--- config.mk ---
export PLATFORM = sky130hd
export DESIGN_NAME = lt_pattern_gen
export DESIGN_NICKNAME = d
export VERILOG_FILES = /design/src/rtl/lt_pattern_gen.sv
export SDC_FILE = /design/constraint.sdc
export NUM_CORES = 1
export LEC_CHECK = 0
export ABC_AREA = 1
export BUFFER_PORTS_ARGS = -buffer_cell sky130_fd_sc_hd__buf_2
export CAP_MARGIN = 20
export CORE_MARGIN = 2
export CORE_UTILIZATION = 60
export CTS_BUF_LIST = sky130_fd_sc_hd__clkbuf_8
export DETAILED_ROUTE_END_ITERATION = 6
export HOLD_SLACK_MARGIN = 0.05
export PLACE_DENSITY = 0.8
export SLEW_MARGIN = 20
export SYNTH_ARGS = -nofsm -noshare
export SYNTH_HDL_FRONTEND = slang
export SYNTH_SLANG_ARGS = --single-unit
--- constraint.sdc ---
create_clock -name clk -period 3.55 [get_ports clk]
set_input_delay 0.355 -clock clk [delete_from_list [all_inputs] [get_ports clk]]
set_output_delay 0.355 -clock clk [all_outputs]
set_load 0.03 [all_outputs]
--- src/rtl/lt_pattern_gen.sv ---
// Level-translator bank driver: ramps the per-bank chip enables and drives a test pattern onto the data pins.
// Define LT_ENABLE_SEQ_EN for the staggered per-tick enable ramp; without it the banks switch all at once.
module lt_pattern_gen #(
  parameter int BANKS      = 8,
  parameter int BANK_WIDTH = 8,
  parameter int DIV_WIDTH  = 24
) (
  input  logic                        clk,
  input  logic                        rst,
  input  logic                        run,
  input  logic [1:0]                  mode,
  input  logic [DIV_WIDTH-1:0]        step_div,
  input  logic [BANK_WIDTH-1:0]       static_pat,
  output logic [BANKS-1:0]            enable_bit,
  output logic [BANKS*BANK_WIDTH-1:0] data_bit,
  output logic                        busy,
  output logic                        ready,
  output logic                        tick
);

  localparam int N = BANKS * BANK_WIDTH;

  typedef enum logic [1:0] {IDLE, UP, RUN, DOWN} state_t;

  state_t               state, state_n;
  logic [DIV_WIDTH-1:0] cnt, cnt_n, div_q, div_n;
  logic [1:0]           mode_q, mode_n;
  logic [BANKS-1:0]     en_n;
  logic [N-1:0]         data_n;
  logic                 tick_now;

  function automatic logic [N-1:0] replicate(input logic [BANK_WIDTH-1:0] sp);
    return {BANKS{sp}};
  endfunction

  function automatic logic [N-1:0] init_pat(input logic [1:0] m,
                                            input logic [BANK_WIDTH-1:0] sp);
    logic [N-1:0] p;
    p = '0;
    case (m)
      2'd0: p = replicate(sp);
      2'd1: p[0] = 1'b1;
      2'd2: p = '0;
      default: for (int i = 0; i < N; i++) p[i] = (i % 2 == 0);
    endcase
    return p;
  endfunction

  function automatic logic [N-1:0] next_pat(input logic [1:0] m, input logic [N-1:0] cur);
    logic [N-1:0] p;
    case (m)
      2'd1:    p = {cur[N-2:0], cur[N-1]};
      2'd2:    p = cur + N'(1);
      2'd3:    p = ~cur;
      default: p = cur;
    endcase
    return p;
  endfunction

  // The prescaler runs in every state except IDLE and keeps counting across UP/RUN/DOWN.
  assign tick_now = (state != IDLE) && (cnt == div_q);

  always_comb begin
    state_n = state;
    cnt_n   = tick_now ? '0 : cnt + DIV_WIDTH'(1);
    div_n   = div_q;
    mode_n  = mode_q;
    en_n    = enable_bit;
    data_n  = data_bit;
    case (state)
      IDLE: begin
        cnt_n  = '0;
        en_n   = '0;
        data_n = '0;
        if (run) begin
          state_n = UP;
          div_n   = step_div;
          mode_n  = mode;
        end
      end
      UP: begin
        data_n = '0;
`ifdef LT_ENABLE_SEQ_EN
        if (!run) begin
          state_n = DOWN;
        end else if (tick_now) begin
          en_n = {enable_bit[BANKS-2:0], 1'b1};
          if (&en_n) begin
            state_n = RUN;
            data_n  = init_pat(mode_q, static_pat);
          end
        end
`else
        if (!run) begin
          state_n = DOWN;
        end else begin
          en_n    = '1;
          state_n = RUN;
          data_n  = init_pat(mode_q, static_pat);
        end
`endif
      end
      RUN: begin
        // Shutdown wins over a tick landing in the same cycle.
        if (!run) begin
          state_n = DOWN;
          data_n  = '0;
        end else if (mode_q == 2'd0) begin
          data_n = replicate(static_pat);
        end else if (tick_now) begin
          data_n = next_pat(mode_q, data_bit);
        end
      end
      default: begin
        data_n = '0;
`ifdef LT_ENABLE_SEQ_EN
        if (enable_bit == '0) state_n = IDLE;
        else if (tick_now) en_n = enable_bit >> 1;
`else
        en_n    = '0;
        state_n = IDLE;
`endif
      end
    endcase
  end

  // Single register stage: every output is a flop fed from the next-state logic.
  always_ff @(posedge clk) begin
    if (rst) begin
      state      <= IDLE;
      cnt        <= '0;
      div_q      <= '0;
      mode_q     <= '0;
      enable_bit <= '0;
      data_bit   <= '0;
      busy       <= 1'b0;
      ready      <= 1'b0;
      tick       <= 1'b0;
    end else begin
      state      <= state_n;
      cnt        <= cnt_n;
      div_q      <= div_n;
      mode_q     <= mode_n;
      enable_bit <= en_n;
      data_bit   <= data_n;
      busy       <= (state_n != IDLE);
      ready      <= (state_n == RUN);
      tick       <= (state_n != IDLE) && (cnt_n == div_n);
    end
  end

endmodule

==> impl_results.md <==
- Setup TNS Final: 0 ns
- Met1 WL: 12550 um
- Total Wirelength: about 35000 um
- Worst-path cell chain: inv_2 -> nand2_1 -> nand2_1 -> nor2_1 -> nand2_1 -> nor2_1 -> nand3_1 -> nor2_1 -> nor3_4 -> nor2_4 -> buf_4 -> nand2_1 -> a21oi_1
- Die Ht: roughly 130 um
- Endpoints failing setup: 0
- Top post-synthesis cells by area: dfxtp_1 (25%), nand2_1 (22%), nor2_1 (8.6%)
- GPL Wtd Cong: roughly 1.1
- Cell mode on critical path: nand2_1
- Fin area: between 10000 and 15000 um^2
- Detailed-route wire length per cell: ~18 um
- Core Region: 15310 um^2
- DR pass1 iterations: 6
- Worst path top cell family by delay: simple AND/OR/NAND/NOR gates
- Most common cell in the netlist: nand2_1
- Synthesized Nets: 1717
- Worst R2R Start: cnt[21]$_SDFF_PP0_
- GR Overflow Total: 0
- CP required: roughly 4 ns
- Worst slew margin: 0.2297
- Total CTS buffers: 17
- Post-CTS sizing: 0
- Post-route ant nets: 0
- Pins over their slew limit: 0
- Critical path arrival: roughly 3.4 ns
- Register area share after synthesis: 0.2538
- Hold WC Path Type: input pin to flip-flop
- Synth Warn #: 0
- Met2 WL: between 15000 and 20000 um
- Max cap viols: 0
- Final Hold Fails: 0
- Share of cells above drive strength 1: 0.1170
- Depth of the most critical reg-to-reg path: 13
- Top Metal Used: met4
- Mapped Area: 9464 um^2
- Post-CTS Setup Bufs: 0
- CP endpoint: data_bit[50]$_SDFFE_PP0P_
- #FFs+latches synth: 120
- Rows: 45
- Ys flop type: dfxtp_1
- P&R area growth vs syn: 10.77%
- Synth top cells by count: nand2_1 (545), nor2_1 (218), inv_1 (149)
- First-iteration detailed-routing DRC count: around 1200
- Detailed-placement wirelength estimate: 24830 um
- Worst R2R Setup Slack: about 0.53 ns
- Critical path class: flip-flop to flip-flop
- Setup crit end kind: flip-flop
- Sink Count: 120
- Clock root cell: clkbuf_8
- Placed instance count: about 1900
- Metal3 WL: about 3800 um
- ANT cells: 0
- Mapped Cells: between 1500 and 2000
- Initial antenna violation count: 1
- Status: finished, final reports clean
- Hold Buf Count CTS: 0
- Layout Cells excl Fill: about 2000
- Chip Width: 129.6 um
- Synth Area in Compound Gates: 0.1483
- IO Count: ~110
- Largest area contributor in the netlist: dfxtp_1
- Mux share of post-synthesis cell area: 0.001058
- Fillers: 1521
- Clk pin slew, worst setup/hold paths: approximately 0.080 ns
- Clk Latency, worst-skew pair: about 0.48 ns
- Gr usage total: 0.4159
- Synth Area in Simple Gates: 0.4224
- TritonCTS clock tree: yes
- Slowest cell on the critical path: buf_4
- Critical path depth in cells: 13
- CP bufs+invs: 2
- Net count, final: between 1500 and 2000
- Number of port buffers: between 100 and 150
- Worst Path Max Fanout: 64
- Avg Cell Area, Syn: roughly 5.7 um^2
- Fmax: 331.0 MHz
- P per Cell Area: roughly 560 nW/um^2
- DP Area: roughly 10000 um^2
- Synth top area share: 0.2538
- Synth Area in Adders: 0.007932
- Residual DRC: 0
- Setup Skew: roughly 0.020 ns
- EDFF count, synth: 0
- Worst R2R End: data_bit[50]$_SDFFE_PP0P_
- Min cycle time layout: 3.021 ns
- FFs w/ async S/R, synth: 0
- Number of global-route vias before repair: roughly 11000
- Xor/xnor cell area share of the yosys netlist: 0.05923
- Worst-margin pin slew: ~1.2 ns
- Leak Pwr: around 4.6 nW
- RSZ-0062 raised after global routing: no
- Fin crit share: 0.8510
- First-pass GRT wire length: 54100 um
- Clock Tree Buf Depth: 2
- Cell variety after synth: 39
- CTS H-tree depth: 4
- Combinational family with the most area after synthesis: simple AND/OR/NAND/NOR gates
- Largest net degree at the start of global routing: 80
- Max stage delay on crit path: between 0.5 and 0.6 ns
- Die area: ~17000 um^2
- Initial core utilization: 0.6180
- CP Launch Type: flip-flop
- Number of vias per cell: between 5 and 6
- Max IR drop VDD: about 0.53 mV
- DR vias: between 10000 and 15000
- Setup crit start: cnt[21]$_SDFF_PP0_
- Total Power: between 0.005 and 0.006 W
## cells by family (layout without fill, tap and decap cells)
family                   count (synthesis)  count (layout)
flip-flops                             120             120
buffers and inverters                  254             340
adder cells (fa/ha/maj)                  6               6
AO/OA/AOI/OAI                          266             266
AND/OR/NAND/NOR                        963             963
multiplexers                             1               1
XOR/XNOR                                64              64
## how the worst min path moves through the flow
stage	from	depth (start not counted)	endpoint	slack, ns
after floorplan	rst	1	busy$_SDFF_PP0_	0.44
after global placement	data_bit[63]$_SDFFE_PP0P_	2	data_bit[63]$_SDFFE_PP0P_	0.50
after detailed placement	data_bit[58]$_SDFFE_PP0P_	2	data_bit[58]$_SDFFE_PP0P_	0.51
after CTS	mode[1]	3	mode_q[1]$_SDFFE_PP0P_	0.15
after global routing	mode[1]	3	mode_q[1]$_SDFFE_PP0P_	0.16
final	mode[1]	3	mode_q[1]$_SDFFE_PP0P_	0.17
## cell type report
| class | instances | area, um^2 | share of cell area |
|---|---|---|---|
| Multi-Input combinational cell | 1300 | 6053 | 0.5774 |
| Sequential cell | 120 | 2404 | 0.2293 |
| Timing Repair Buffer | 128 | 685.7 | 0.06540 |
| Inverter | 180 | 675.6 | 0.06445 |
| Tap cell | 211 | 264.0 | 0.02518 |
| Clock buffer | 17 | 234.0 | 0.02232 |
| Clock inverter | 15 | 167.7 | 0.01599 |
## flip-flops by register name (all words and copies together), names as in the netlist
name and count:
data_bit 64, mode_q 2, ready 1, state 2, tick 1, cnt 24
enable_bit 1, busy 1, div_q 24
## worst reg2reg max path, stage by stage, from the launching register on
cell     delay, ns
dfxtp_1       0.40
inv_2         0.06
nand2_1       0.06
nand2_1       0.06
nor2_1        0.08
nand2_1       0.07
nor2_1        0.24
nand3_1       0.53
nor2_1        0.39
nor3_4        0.08
nor2_4        0.09
buf_4         0.55
nand2_1       0.15
a21oi_1       0.18
## layer usage
layer,global-route usage,vias to the layer above
met4,0.2802,0
met3,0.09909,202
met1,0.4920,5173
li1,-,5500
met5,0,-
met2,0.6695,733
## placed cells by master (no fill, tap or decap), types with 5 or more instances in the layout
cell type / netlist / final
dfxtp_1: 120 / 119
o21ai_0: 92 / 92
nor2_1: 218 / 218
xnor2_1: 5 / 5
o211ai_1: 5 / 5
nand4_1: 44 / 44
nor3_2: 10 / 9
nand3_1: 97 / 97
o21ai_1: 26 / 26
o221ai_1: 7 / 7
nor2_2: 8 / 8
ha_1: 6 / 6
xor2_1: 59 / 59
a21oi_1: 120 / 120
o22ai_1: 8 / 8
clkbuf_8: 0 / 17
buf_2: 18 / 110
inv_1: 149 / 150
buf_4: 8 / 18
nand2_1: 545 / 545
clkinv_1: 8 / 8
inv_2: 23 / 23
nor3_1: 31 / 31
## power breakdown
part	leakage [nW]	internal [W]	switching (W)	total [W]
registers	0.974	0.00152	0.000210	0.00173
clock network	0.202	0.000638	0.000673	0.00131
logic	3.38	0.000805	0.00200	0.00281
## per-stage QoR
stage          hold slack, ns  worst slack (ns)    util
2_1_floorplan          0.4358             1.420       -
3_3_place_gp           0.4965            0.6370  0.6583
3_5_place_dp           0.5076            0.6124  0.6583
4_1_cts                0.1523            0.5808  0.6846
5_1_grt                0.1624            0.3295  0.6846
6_report               0.1722            0.5288  0.6846
(Power assumes the default switching activity.)
